## src/rtl/spi_flash_responder_if.sv

```systemverilog
// Pad-side and memory-side signal bundle for the quad-SPI flash responder.
// The master modport is the MCU/system side (it owns sclk, cs_n, the io
// pad inputs and the backing memory's read data); the slave modport is the
// responder itself.
interface spi_flash_responder_if #(
    parameter int AWIDTH = 16
);
    logic              sclk;
    logic              cs_n;
    logic [3:0]        qdi;
    logic [3:0]        qdo;
    logic [3:0]        oe;
    logic [AWIDTH-1:0] mem_addr;
    logic              mem_rd;
    logic [7:0]        mem_data;

    modport master (
        output sclk, cs_n, qdi, mem_data,
        input  qdo, oe, mem_addr, mem_rd
    );

    modport slave (
        input  sclk, cs_n, qdi, mem_data,
        output qdo, oe, mem_addr, mem_rd
    );
endinterface

```

## src/rtl/spi_flash_responder.sv

```systemverilog
// Quad-SPI NOR-flash responder (SPI mode 0). Decodes the read-class opcodes
// 03/0B/6B/EB plus 9F (JEDEC ID) and 05 (status) and streams bytes from a
// byte-wide memory read port with one-byte prefetch. sclk is oversampled in
// the clk domain; an edge is a change between the live pin and its register.
module spi_flash_responder #(
    parameter int          AWIDTH   = 16,
    parameter logic [23:0] JEDEC_ID = 24'hEF4016,
    parameter logic [7:0]  STATUS   = 8'h00,
    parameter int          QDUMMY   = 6
) (
    input  logic                 clk,
    input  logic                 arst,
    spi_flash_responder_if.slave bus
);

    typedef enum logic [2:0] {IDLE, CMD, ADDR, DUMMY, DATA, IGNORE} state_t;

    localparam logic [23:0] ADDR_MASK = 24'((64'd1 << AWIDTH) - 64'd1);

    state_t      r_state;
    state_t      w_stateNext;
    logic        r_sclk;
    logic [7:0]  r_cmd;
    logic [23:0] r_addr;
    logic [5:0]  r_bitCnt;
    logic [2:0]  r_outCnt;
    logic [1:0]  r_byteCnt;
    logic [7:0]  r_shift;
    logic [7:0]  r_buf;
    logic [3:0]  r_qdo;
    logic        r_memRd;
    logic        r_memRdD;

    logic        w_rise;
    logic        w_fall;
    logic [7:0]  w_cmdByte;
    logic        w_isRead;
    logic        w_isQuad;
    logic        w_quadAddr;
    logic [5:0]  w_addrLast;
    logic [5:0]  w_dummyLen;
    logic        w_enterData;
    logic [7:0]  w_nextByte;
    logic [23:0] w_addrInc;

    assign w_rise     = bus.sclk & ~r_sclk;
    assign w_fall     = ~bus.sclk & r_sclk;
    assign w_cmdByte  = {r_cmd[6:0], bus.qdi[0]};
    assign w_isRead   = (r_cmd == 8'h03) || (r_cmd == 8'h0B) ||
                        (r_cmd == 8'h6B) || (r_cmd == 8'hEB);
    assign w_isQuad   = (r_cmd == 8'h6B) || (r_cmd == 8'hEB);
    assign w_quadAddr = (r_cmd == 8'hEB);
    assign w_addrLast = w_quadAddr ? 6'd5 : 6'd23;
    assign w_dummyLen = (r_cmd == 8'hEB) ? 6'(QDUMMY) :
                        (r_cmd == 8'h03) ? 6'd0 : 6'd8;
    // Only the low AWIDTH bits count up, so the stream wraps inside the memory.
    assign w_addrInc  = ((r_addr + 24'd1) & ADDR_MASK) | (r_addr & ~ADDR_MASK);

    assign bus.oe       = (r_state == DATA) ? (w_isQuad ? 4'b1111 : 4'b0010) : 4'b0000;
    assign bus.qdo      = r_qdo;
    assign bus.mem_rd   = r_memRd;
    assign bus.mem_addr = r_addr[AWIDTH-1:0];

    // Byte to load at a byte boundary: ID/status constants, or memory data
    // taken straight off the bus when it arrives in the same cycle.
    always_comb begin
        w_nextByte = r_buf;
        if (r_cmd == 8'h9F) begin
            case (r_byteCnt)
                2'd0:    w_nextByte = JEDEC_ID[23:16];
                2'd1:    w_nextByte = JEDEC_ID[15:8];
                2'd2:    w_nextByte = JEDEC_ID[7:0];
                default: w_nextByte = 8'hFF;
            endcase
        end else if (r_cmd == 8'h05) begin
            w_nextByte = STATUS;
        end else if (r_memRdD) begin
            w_nextByte = bus.mem_data;
        end
    end

    // Next-state decode; cs_n high always returns to IDLE on the next clk.
    always_comb begin
        w_stateNext = r_state;
        w_enterData = 1'b0;
        if (bus.cs_n) begin
            w_stateNext = IDLE;
        end else begin
            case (r_state)
                IDLE: w_stateNext = CMD;
                CMD: begin
                    if (w_rise && r_bitCnt == 6'd7) begin
                        case (w_cmdByte)
                            8'h03, 8'h0B, 8'h6B, 8'hEB: w_stateNext = ADDR;
                            8'h9F, 8'h05:               w_stateNext = DATA;
                            default:                    w_stateNext = IGNORE;
                        endcase
                    end
                end
                ADDR: begin
                    if (w_rise && r_bitCnt == w_addrLast) begin
                        if (w_dummyLen == 6'd0) begin
                            w_stateNext = DATA;
                            w_enterData = 1'b1;
                        end else begin
                            w_stateNext = DUMMY;
                        end
                    end
                end
                DUMMY: begin
                    if (w_rise && r_bitCnt == (w_dummyLen - 6'd1)) begin
                        w_stateNext = DATA;
                        w_enterData = 1'b1;
                    end
                end
                default: w_stateNext = r_state;
            endcase
        end
    end

    // State register.
    always_ff @(posedge clk or posedge arst) begin
        if (arst) r_state <= IDLE;
        else      r_state <= w_stateNext;
    end

    // Shift-in of opcode/address, dummy counting, output shifter and prefetch.
    always_ff @(posedge clk or posedge arst) begin
        if (arst) begin
            r_sclk    <= 1'b0;
            r_cmd     <= 8'h00;
            r_addr    <= 24'h0;
            r_bitCnt  <= 6'd0;
            r_outCnt  <= 3'd0;
            r_byteCnt <= 2'd0;
            r_shift   <= 8'h00;
            r_buf     <= 8'h00;
            r_qdo     <= 4'h0;
            r_memRd   <= 1'b0;
            r_memRdD  <= 1'b0;
        end else begin
            r_sclk   <= bus.sclk;
            r_memRd  <= 1'b0;
            r_memRdD <= r_memRd;
            if (r_memRdD) r_buf <= bus.mem_data;
            if (bus.cs_n || r_state == IDLE) begin
                r_bitCnt  <= 6'd0;
                r_outCnt  <= 3'd0;
                r_byteCnt <= 2'd0;
                r_qdo     <= 4'h0;
            end else begin
                case (r_state)
                    CMD: if (w_rise) begin
                        r_cmd    <= w_cmdByte;
                        r_bitCnt <= (r_bitCnt == 6'd7) ? 6'd0 : r_bitCnt + 6'd1;
                    end
                    ADDR: if (w_rise) begin
                        r_addr   <= w_quadAddr ? {r_addr[19:0], bus.qdi} : {r_addr[22:0], bus.qdi[0]};
                        r_bitCnt <= (r_bitCnt == w_addrLast) ? 6'd0 : r_bitCnt + 6'd1;
                    end
                    DUMMY: if (w_rise) r_bitCnt <= r_bitCnt + 6'd1;
                    DATA: if (w_fall) begin
                        if (r_outCnt == 3'd0) begin
                            if (w_isQuad) begin
                                r_qdo   <= w_nextByte[7:4];
                                r_shift <= {w_nextByte[3:0], 4'h0};
                            end else begin
                                r_qdo   <= {2'b00, w_nextByte[7], 1'b0};
                                r_shift <= {w_nextByte[6:0], 1'b0};
                            end
                            r_outCnt <= 3'd1;
                            if (r_byteCnt != 2'd3) r_byteCnt <= r_byteCnt + 2'd1;
                            if (w_isRead) begin
                                r_addr  <= w_addrInc;
                                r_memRd <= 1'b1;
                            end
                        end else if (w_isQuad) begin
                            r_qdo    <= r_shift[7:4];
                            r_shift  <= {r_shift[3:0], 4'h0};
                            r_outCnt <= 3'd0;
                        end else begin
                            r_qdo    <= {2'b00, r_shift[7], 1'b0};
                            r_shift  <= {r_shift[6:0], 1'b0};
                            r_outCnt <= r_outCnt + 3'd1;
                        end
                    end
                    default: ;
                endcase
                if (w_enterData) r_memRd <= 1'b1;
            end
        end
    end

endmodule

```

## src/flat_wrapper.sv

```systemverilog
// flat-port wrapper written by rule: the top's interface ports become plain ports
module spi_flash_responder_flat 
#(
    parameter int          AWIDTH   = 16,
    parameter logic [23:0] JEDEC_ID = 24'hEF4016,
    parameter logic [7:0]  STATUS   = 8'h00,
    parameter int          QDUMMY   = 6
)
  (clk, arst, bus_sclk, bus_cs_n, bus_qdi, bus_mem_data, bus_qdo, bus_oe, bus_mem_addr, bus_mem_rd);
  spi_flash_responder_if #(.AWIDTH(AWIDTH)) bus_i ();
  input  logic clk;
  input  logic arst;
  input wire logic [$bits(bus_i.sclk)-1:0] bus_sclk;
  input wire logic [$bits(bus_i.cs_n)-1:0] bus_cs_n;
  input wire logic [$bits(bus_i.qdi)-1:0] bus_qdi;
  input wire logic [$bits(bus_i.mem_data)-1:0] bus_mem_data;
  output wire logic [$bits(bus_i.qdo)-1:0] bus_qdo;
  output wire logic [$bits(bus_i.oe)-1:0] bus_oe;
  output wire logic [$bits(bus_i.mem_addr)-1:0] bus_mem_addr;
  output wire logic [$bits(bus_i.mem_rd)-1:0] bus_mem_rd;
  assign bus_i.sclk = bus_sclk;
  assign bus_i.cs_n = bus_cs_n;
  assign bus_i.qdi = bus_qdi;
  assign bus_i.mem_data = bus_mem_data;
  assign bus_qdo = bus_i.qdo;
  assign bus_oe = bus_i.oe;
  assign bus_mem_addr = bus_i.mem_addr;
  assign bus_mem_rd = bus_i.mem_rd;
  spi_flash_responder #(.AWIDTH(AWIDTH), .JEDEC_ID(JEDEC_ID), .STATUS(STATUS), .QDUMMY(QDUMMY)) u_core (.clk(clk), .arst(arst), .bus(bus_i));
endmodule
```

## config.mk

```make
export PLATFORM = sky130hd
export DESIGN_NAME = spi_flash_responder_flat
export DESIGN_NICKNAME = d
export VERILOG_FILES = /design/src/rtl/spi_flash_responder_if.sv /design/src/rtl/spi_flash_responder.sv /design/src/flat_wrapper.sv
export SDC_FILE = /design/constraint.sdc
export NUM_CORES = 1
export LEC_CHECK = 0
export ABC_AREA = 1
export CAP_MARGIN = 20
export CORE_UTILIZATION = 43
export DETAILED_ROUTE_END_ITERATION = 6
export PLACE_DENSITY = 0.66
export SLEW_MARGIN = 20
export SYNTH_ARGS = -nofsm -noshare
export SYNTH_HDL_FRONTEND = slang
export SYNTH_SLANG_ARGS = --single-unit
export TNS_END_PERCENT = 50
```

## constraint.sdc

```tcl
create_clock -name clk -period 2 [get_ports clk]
set_input_delay 0.3 -clock clk [delete_from_list [all_inputs] [get_ports clk]]
set_output_delay 0.3 -clock clk [all_outputs]
set_load 0.01 [all_outputs]
```

# Yosys cells after proc, flatten, opt, wreduce, memory -nomap -nowiden
# Cells that the tools add are included.
dict set report word_totals {
  out_inout_bits 25
  elab_cells 142
  n_memories 0
  reg_bits 69
  mem_bits_rw 0
  latch_bits 0
  romBits 0
}
dict set report classes {
  n_mux 59
  n_div 0
  shift 0
  n_eq_ne 32
  multipliers 0
  order_cmp 0
  reduce_logical 28
  bitwise 6
  add_sub_neg 5
}
# op n
set op_table {}
lappend op_table {{24-bit 2-to-1 mux} 5}
lappend op_table {{8-bit 2-to-1 mux} 6}
lappend op_table {{24-bit one-hot mux with 2 select lines} 1}
lappend op_table {{6-bit 2-to-1 mux} 7}
lappend op_table {{4-bit 2-to-1 mux} 9}
lappend op_table {{8-bit equality test, second input constant} 4}
lappend op_table {{3-bit 2-to-1 mux} 10}
lappend op_table {{16-bit by 24-bit bitwise OR with 24-bit output} 1}
lappend op_table {{8-bit one-hot mux with 3 select lines} 1}
lappend op_table {{6-bit one-hot mux with 3 select lines} 1}
lappend op_table {{16-bit by 1-bit adder with 16-bit output, second input constant} 1}
lappend op_table {{8-bit by 2-bit equality test with 1-bit output, second input constant} 2}
lappend op_table {{8-bit by 3-bit equality test with 1-bit output, second input constant} 2}
lappend op_table {{8-bit by 4-bit equality test with 1-bit output, second input constant} 2}
lappend op_table {{8-bit by 7-bit equality test with 1-bit output, second input constant} 2}
lappend op_table {{6-bit equality test} 2}
lappend op_table {{3-bit one-hot mux with 4 select lines} 1}
lappend op_table {{4-bit AND reduction} 3}
lappend op_table {{1-bit 2-to-1 mux} 10}
lappend op_table {{2-bit 2-to-1 mux} 5}
lappend op_table {{2-bit nonzero test} 5}
lappend op_table {{3-bit by 1-bit inequality test with 1-bit output, second input constant} 3}
lappend op_table {{3-bit by 2-bit inequality test with 1-bit output, second input constant} 3}
lappend op_table {{6-bit by 1-bit adder with 6-bit output, second input constant} 1}
lappend op_table {{28 further kinds} 43}

# Logic depth before layout (Yosys ltp)
# Gate-level depths: netlist (run 1).
dict set report depth {
  ltp_word 11
  ltp_mapped 13
  depth_no_buf 12
}

# Worst setup path before layout (run 1)
# Ideal clock, no wire load.
dict set report synth_timing {
  path_kind {reg-to-reg}
  start {register u_core.r_outCnt[0]}
  end {register u_core.r_qdo[1], in the netlist u_core.bus.qdo[1]}
  stages_incl_launch_ff 12
  t_arrival_ns 1.619
  path_slack_ns 0.262
  path_buffers 2
  setup_time_ns 0.118
  required_time_ns 1.882
  path_cell_list {dfrtp_1 > inv_1 > ha_1 > inv_1 > nor2_1 > buf_2 > inv_1 > clkbuf_1 > nor2_1 > nand3_1 > nand4_1 > nand2_1}
}
dict set report synth_via {
  elab_chain_len 5
}
# element line_no
set synth_lines {}
lappend synth_lines {{start: declaration} spi_flash_responder.sv:26} ;# logic [2:0] r_outCnt;
lappend synth_lines {{start signal: assignment} spi_flash_responder.sv:184} ;# r_outCnt <= r_outCnt + 3'd1;
lappend synth_lines {{3-bit zero test} spi_flash_responder.sv:163} ;# if (r_outCnt == 3'd0) begin
lappend synth_lines {{4-bit 2-to-1 mux} spi_flash_responder.sv:163}
lappend synth_lines {{4-bit 2-to-1 mux} spi_flash_responder.sv:162} ;# DATA: if (w_fall) begin
lappend synth_lines {{4-bit 2-to-1 mux} spi_flash_responder.sv:152} ;# case (r_state)
lappend synth_lines {{4-bit 2-to-1 mux} spi_flash_responder.sv:146} ;# if (bus.cs_n || r_state == IDLE) begin
lappend synth_lines {{end signal: assignment} spi_flash_responder.sv:165} ;# r_qdo <= w_nextByte[7:4];
lappend synth_lines {{end signal: assignment} spi_flash_responder.sv:168} ;# r_qdo <= {2'b00, w_nextByte[7], 1'b0};
lappend synth_lines {{end signal: assignment} spi_flash_responder.sv:178} ;# r_qdo <= r_shift[7:4];
lappend synth_lines {{end: declaration} spi_flash_responder.sv:30} ;# logic [3:0] r_qdo;
# Every way passes these cells. The select of a mux whose other input is x is not followed.
# A chain may end at the register's enable or synchronous reset.

# Worst setup path after layout (run 1)
dict set report layout_timing {
  start {register u_core.r_state[1]}
  end {output port bus_oe[2]}
}
dict set report layout_via {
  elab_chain_len 2
}
# element line_no
set layout_lines {}
lappend layout_lines {{start: declaration} spi_flash_responder.sv:20} ;# state_t r_state;
lappend layout_lines {{start signal: assignment} spi_flash_responder.sv:124} ;# else r_state <= w_stateNext;
lappend layout_lines {{3-bit equality test} spi_flash_responder.sv:59} ;# assign bus.oe = (r_state == DATA) ? (w_isQuad ? 4'b1111 : 4'b0010) : 4'b0000;
lappend layout_lines {{4-bit 2-to-1 mux} spi_flash_responder.sv:59}
lappend layout_lines {{end: declaration} flat_wrapper.sv:18} ;# output wire logic [$bits(bus_i.oe)-1:0] bus_oe;
# Every way passes these cells.

==> results of run 1 <==
worst max-delay path, cell delays in order, from the launching register on:
cell,delay [ns]
dfrtp_1,0.42
nor2_2,0.17
nand2_2,0.11
buf_4,0.15
nor2_2,0.15
dlygate4sd2_1,0.29
synth_stat cells (2+ instances only):
library cell | count | area share [%]
a21oi_1 | 28 | 3.6
a22oi_1 | 2 | 0.39
buf_2 | 5 | 0.65
buf_4 | 3 | 0.58
clkbuf_1 | 6 | 0.58
dfrtp_1 | 60 | 39
ha_1 | 8 | 2.6
inv_1 | 63 | 6.1
inv_2 | 6 | 0.58
mux2_2 | 6 | 1.8
nand2_1 | 134 | 13
nand2_2 | 11 | 1.8
nand3_1 | 39 | 5.1
nand4_1 | 8 | 1.3
nor2_1 | 46 | 4.5
nor2_2 | 2 | 0.32
nor3_1 | 8 | 1.0
nor3_2 | 2 | 0.52
o211ai_1 | 3 | 0.58
o21ai_0 | 63 | 8.2
o21ai_1 | 9 | 1.2
o21ai_2 | 5 | 1.1
o22ai_1 | 5 | 0.81
xor2_1 | 3 | 0.68
logic make-up (layout without fill, tap and decap cells):
logic type               Yosys count  after routing  synth area share, %
adder cells (fa/ha/maj)            8              8                 2.60
flip-flops                        60             60                 39.0
multiplexers                       7              7                 2.01
AND/OR/NAND/NOR                  256            256                 29.0
buffers and inverters             85            151                 9.23
XOR/XNOR                           4              4                0.910
AO/OA/AOI/OAI                    121            121                 17.2
per-stage QoR:
step | util, % | setup TNS (ns) | instances | hold slack, ns
finish | 55.8 | 0 | 715 | 0.229
global route | 55.8 | -0.00809 | 715 | 0.244
CTS | 54.2 | -0.138 | 709 | 0.232
detailed placement | 51.5 | 0 | 693 | 0.365
global placement | 51.5 | 0 | 693 | 0.359
floorplan | - | 0 | 541 | 0.331
state kept, by name, summed over array words and instances, names as in the netlist:
register	flops
u_core.r_memRdD	1
u_core.r_bitCnt	6
u_core.r_sclk	1
u_core.bus.qdo	4
u_core.r_shift	7
u_core.r_addr	16
u_core.bus.mem_rd	1
u_core.r_outCnt	3
u_core.r_buf	8
u_core.r_byteCnt	2
u_core.r_state	3
u_core.r_cmd	8
layer usage:
layer,vias to the layer above,part of all wire (%),wire length [um]
li1,1905,-,-
met1,1770,46,4330
met2,102,48,4560
met3,14,4.7,442
met4,0,1.4,133
met5,-,0,0
worst paths after layout:
| path | endpoint | from | cells past startpoint | slack, ns |
|---|---|---|---|---|
| hold reg to reg | u_core.r_memRdD | u_core.bus.mem_rd | 0 | 0.38 |
| max in group asynchronous | u_core.r_addr[0] | arst | 3 | 1.24 |
| min in group clk | u_core.r_memRdD | u_core.bus.mem_rd | 0 | 0.38 |
| setup / recovery | bus_oe[2] | u_core.r_state[1] | 5 | 0.08 |
| setup reg to reg | u_core.r_addr[9] | u_core.r_state[1] | 10 | 0.11 |
| hold / removal | u_core.r_addr[12] | arst | 2 | 0.23 |
final cells by class:
type                    count  area (um^2)
multi-input cells         396         2030
fillers                   856         3840
flip-flops and latches     60         1500
clock buffers              13          169
inverters                  69          270
clock inverters             3         67.6
well taps                 108          135
repair buffers             66          662
what timing repair did:
item,4_1_cts,5_1_grt
pin swaps,0,3
endpoints found under the setup margin,4,16
buffers inserted,0,3
gates cloned,0,3
resized for setup,5,19
placed cells by master (no fill, tap or decap), types with 20 or more instances in the layout:
| master | n |
|---|---|
| buf_4 | 20 |
| clkdlybuf4s50_1 | 36 |
| dfrtp_1 | 58 |
| nand2_1 | 131 |
| nand3_1 | 38 |
| inv_1 | 61 |
| o21ai_0 | 62 |
| a21oi_1 | 28 |
| nor2_1 | 40 |
where the power goes:
group / internal, uW / switching, uW
Sequential: 1470 / 300
Clock: 805 / 484
Combinational: 854 / 1100
==> impl_metrics.toml, run 1 <==
[floorplanning]
rows = 34
coreArea_mm2 = 0.00868
ios = 41
die_area_mm2 = 0.00934
die_h_um = 96.6
die_x_um = 96.6
initial_core_util_pct = 44.4

[global_route]
use_met3_pct = 4.19
antenna_found_initial = 0
grtUsageTotal_pct = 20.9
met1_usage_pct = 27.3
grt_overflow = 0
grt_start_max_net_pins = 37
grt_use_met2_pct = 34.7
grt.busiest_layer = "met2"
grt_pass1_vias = 3642
grt_pass1_wl_mm = 16.2

[critical_path]
critical_path.max_fanout = 4
required_ns = 1.70
setup.worst_path.end_class = "primary output"
startpoint_type = "register"
crit_arrival_ns = 1.62
crit_type = "reg2out"

[layout]
drive_gt1_share_pct = 15.2
syn_to_final_growth_pct = 25.7
design_area_mm2 = 0.00484
antenna_cells = 0
layout.nets = 626

[timing]
finalSetupViolCount = 0
min_period_over_period_pct = 96.0
slew_viol_final = 0
max_freq_ghz = 0.521
worst_pin_slew_ns = 0.404
relSlewSlack_pct = 72.8
min_period_ns = 1.92
hold_viol = 0
fin_skew_ns = 0.0146
setup_ws_ns = 0.0798

[routing]
wl_per_cell_um = 13.2
route.detailed.drc = 0
via_per_inst = 5.30
vias = 3791
ant_nets = 0
drt_iter0_drc = 197
first_pass_iters = 5
wl_mm = 9.47

[clock_tree]
clock_path_buffers = 2
path_clk_slew_ns = 0.07
worstSkewPairLatency_ns = 0.34
numCtsBuffers = 9
cts_tree = "built"
root_buffer = "clkbuf_8"
cts_hold_buf = 0
cts.sinks = 60
h-tree-depth = 3

[synth]
synth-seq-cells = 60
yosys_warnings = 0
syn-instance-count = 541
synth_edf_count = 0
syn_area_per_cell_um2 = 7.12
synth_area_mm2 = 0.00385
yosysSeqAreaShare_pct = 39.0
synth_nets = 565
synth_flop_cell = "dfrtp_1"
async_flop_share_pct = 100
ys_types = 40

[place]
globalplace.congestion = 0.915
portBuffers = 40
dpl_cell_area_mm2 = 0.00447
dp_hpwl_mm = 6.88
dp_worst_setup_slack_ns = 0.0836

[run_status]
outcome = "finished, final reports clean"

[worst_hold_path]
hold_class = "in2async"

[power]
power_uw = 5010
p_leak_uw = 0.00233
p_per_area_mw_per_mm2 = 1030
irDropWorstVdd_mv = 0.520

[run]
cap_violations = 0
(Power assumes the default switching activity.)
==> inputs of run 2 (changes only) <==
ABC_AREA = not set   (was 1)
PLACE_DENSITY = 0.67   (was 0.66)
SKIP_LAST_GASP = 1   (was not set)
==> impl_metrics.toml, run 2 <==
[routing]
route.detailed.drc = 0
highest-signal-layer = "met4"
routedLengthMet1_mm = 4.05
wl_mm = 9.40
met2_length_mm = 4.60
wl_met3_um = 515
first_pass_iters = 6
drt_iter0_drc = 202
wl_per_cell_um = 15.7
vias = 3486
via_per_inst = 5.81
ant_nets = 0

[synth]
synth_nets = 442
synth_most_common_cell = "nand2_1"
synth-seq-cells = 60
synth_area_leaders = "dfrtp_1, nand2_1, mux2_2, a21oi_1, o21ai_0"
synth_edf_count = 0
yosysSeqAreaShare_pct = 40.9
synth_compound_area_share_pct = 21.5
ys_types = 61
ys_top_cells_by_count = "nand2_1, dfrtp_1, a21oi_1"
async_flop_share_pct = 100
muxShareOfSynthArea_pct = 7.43
synth_fa_ha_area_share_pct = 2.73
yosysTopAreaCell = "dfrtp_1"
yosys_warnings = 0
syn-instance-count = 418
syn_area_per_cell_um2 = 8.78
synth_top_family_by_area = "simple AND/OR/NAND/NOR gates"
synth-xor-area-share_pct = 0.716
synth-simple-area-share_pct = 21.9
synth_top_area_share_pct = 40.9
synth_flop_cell = "dfrtp_1"
synth_area_mm2 = 0.00367

[global_route]
grt_pass1_wl_mm = 15.2
grt_pass1_vias = 3168
grt_overflow = 0
grt_start_max_net_pins = 31
antenna_found_initial = 0
grtUsageTotal_pct = 22.0

[timing]
fin_skew_ns = 0.0114
relSlewSlack_pct = 71.2
setup_ws_ns = -0.0149
min_period_ns = 2.01
slew_viol_final = 0
max_freq_ghz = 0.496
finalSetupViolCount = 2
rsz0062_at_grt = "yes"
hold_viol = 0
worst_pin_slew_ns = 0.429
holdWs_ns = 0.244
min_period_over_period_pct = 101

[place]
dp_hpwl_mm = 6.75
dp.cells = 577
portBuffers = 40
globalplace.congestion = 0.901
dpl_cell_area_mm2 = 0.00441

[critical_path]
crit_arrival_ns = 2.23
required_ns = 2.21
critical_path.max_fanout = 4
r2r-start = "u_core.r_cmd[4]"
endpoint = "u_core.r_bitCnt[4]"
crit_type = "reg2reg"
worst_setup_path_startpoint = "u_core.r_cmd[4]"
setup.worst_path.end_class = "register"
r2r_end = "u_core.r_bitCnt[4]"
r2r_cells = 8
startpoint_type = "register"
regToRegSetupSlack_ns = -0.01

[layout]
drive_gt1_share_pct = 22.6
layout.nets = 515
syn_to_final_growth_pct = 31.1
final_common_cell = "nand2_1"
design_area_mm2 = 0.00481
final_cells = 600
top_register = "u_core.r_addr"
largest_reg_flops = 16
reg_top3 = "u_core.r_addr x16, u_core.r_buf x8, u_core.r_cmd x8"
mostFrequentLayoutCells = "nand2_1, dfrtp_1, buf_4, clkdlybuf4s50_1, a21oi_1"
antenna_cells = 0
fin_util_pct = 58.2

[power]
irDropWorstVdd_mv = 0.456
pwr-share-comb_pct = 38.6
power_uw = 4670
p_switching_uw = 1610
p_per_area_mw_per_mm2 = 971
seq_power_share_pct = 34.0
p_int_uw = 3060
switching_share_pct = 34.5
p_leak_uw = 0.00215
p_clk_share_pct = 27.4

[clock_tree]
cts_hold_buf = 0
h-tree-depth = 3
cts_tree = "built"
worstSkewPairLatency_ns = 0.35
root_buffer = "clkbuf_8"
clock_path_buffers = 2
path_clk_slew_ns = 0.07
cts.sinks = 60
numCtsBuffers = 9

[floorplanning]
die_h_um = 94.4
coreArea_mm2 = 0.00826
initial_core_util_pct = 44.4
die_x_um = 94.4
ios = 41
rows = 33
die_area_mm2 = 0.00891

[worst_hold_path]
hold_class = "in2async"

[run]
cap_violations = 0

[run_status]
violations = "negative setup slack"
outcome = "complete, but fails checks"
run 2: cell types whose count changed after synthesis, sizes merged, moves of 5 or more:
cell	change
mux2i	+6
a22o	+5
nor2	-18
mux2	+12
inv	-60
nand3	-27
nand2	-83
o21ai	-50
a21oi	+6
clkbuf	+16
a31oi	+10
o22a	+6
run 2: power by group through the flow:
| stage | Sequential (uW) | Combinational [uW] | Clock [uW] |
|---|---|---|---|
| finish | 1590 | 1800 | 1280 |
| global route | 1620 | 1980 | 1350 |
| floorplan | 1590 | 997 | 0 |
| global placement | 1600 | 1630 | 0 |
| CTS | 1590 | 1690 | 1300 |
| detailed placement | 1610 | 1640 | 0 |
run 2: how the worst min path moves through the flow:
stage,end,cells after the start,slack [ns],from
floorplan,u_core.r_sclk,0,0.33,bus_sclk
CTS,u_core.bus.qdo[0],2,0.25,arst
global placement,u_core.r_memRdD,0,0.42,u_core.bus.mem_rd
finish,u_core.bus.qdo[2],2,0.24,arst
global route,u_core.bus.qdo[0],2,0.27,arst
detailed placement,u_core.r_memRdD,0,0.41,u_core.bus.mem_rd
run 2: cells by family after synthesis:
group,after synthesis
AOI/OAI and AO/OA,121
xor gates and xnor gates,3
adders and majority gates,8
buffers and inverters,41
DFF,60
muxes,25
and+or+nand+nor,160
run 2: per-layer routing:
| layer | global-route usage [%] | up-vias |
|---|---|---|
| li1 | - | 1681 |
| met2 | 35.6 | 114 |
| met3 | 4.83 | 20 |
| met4 | 9.23 | 0 |
| met1 | 28.3 | 1671 |
| met5 | 0 | - |
run 2: area by class of cell:
class / instances / area, um^2
inverters: 10 / 37.5
well taps: 105 / 131
clock buffers: 12 / 165
repair buffers: 93 / 817
clock inverters: 3 / 68.8
flip-flops and latches: 60 / 1500
fillers: 727 / 3450
multi-input cells: 317 / 2090
run 2: critical path, stage by stage, from the launching register on:
cell and delay [ns]:
dfrtp_1 0.41, and4bb_2 0.28, buf_6 0.14, a21o_1 0.20, a2111oi_4 0.37, buf_4 0.18, nor2_1 0.08, a31oi_1 0.18
a31oi_1 0.05
run 2: repair_timing:
item | CTS | global route
resized for setup | 10 | 21
endpoints found under the setup margin | 12 | 33
pin swaps | 2 | 9
buffers inserted | 2 | 6
hold endpoints to repair | 0 | 0
run 2: stage by stage:
stage,setup WS [ns],TNS (ns)
floorplan,-0.0582,-0.214
global placement,-0.0770,-0.262
detailed placement,-0.166,-1.21
CTS,-0.125,-0.517
global route,-0.120,-0.614
finish,-0.0149,-0.0198
==> inputs of run 3 (changes only) <==
CORE_MARGIN = 1   (was not set)
==> results of run 3 <==
The final DEF is identical to that of run 2; final timing and power are the same.
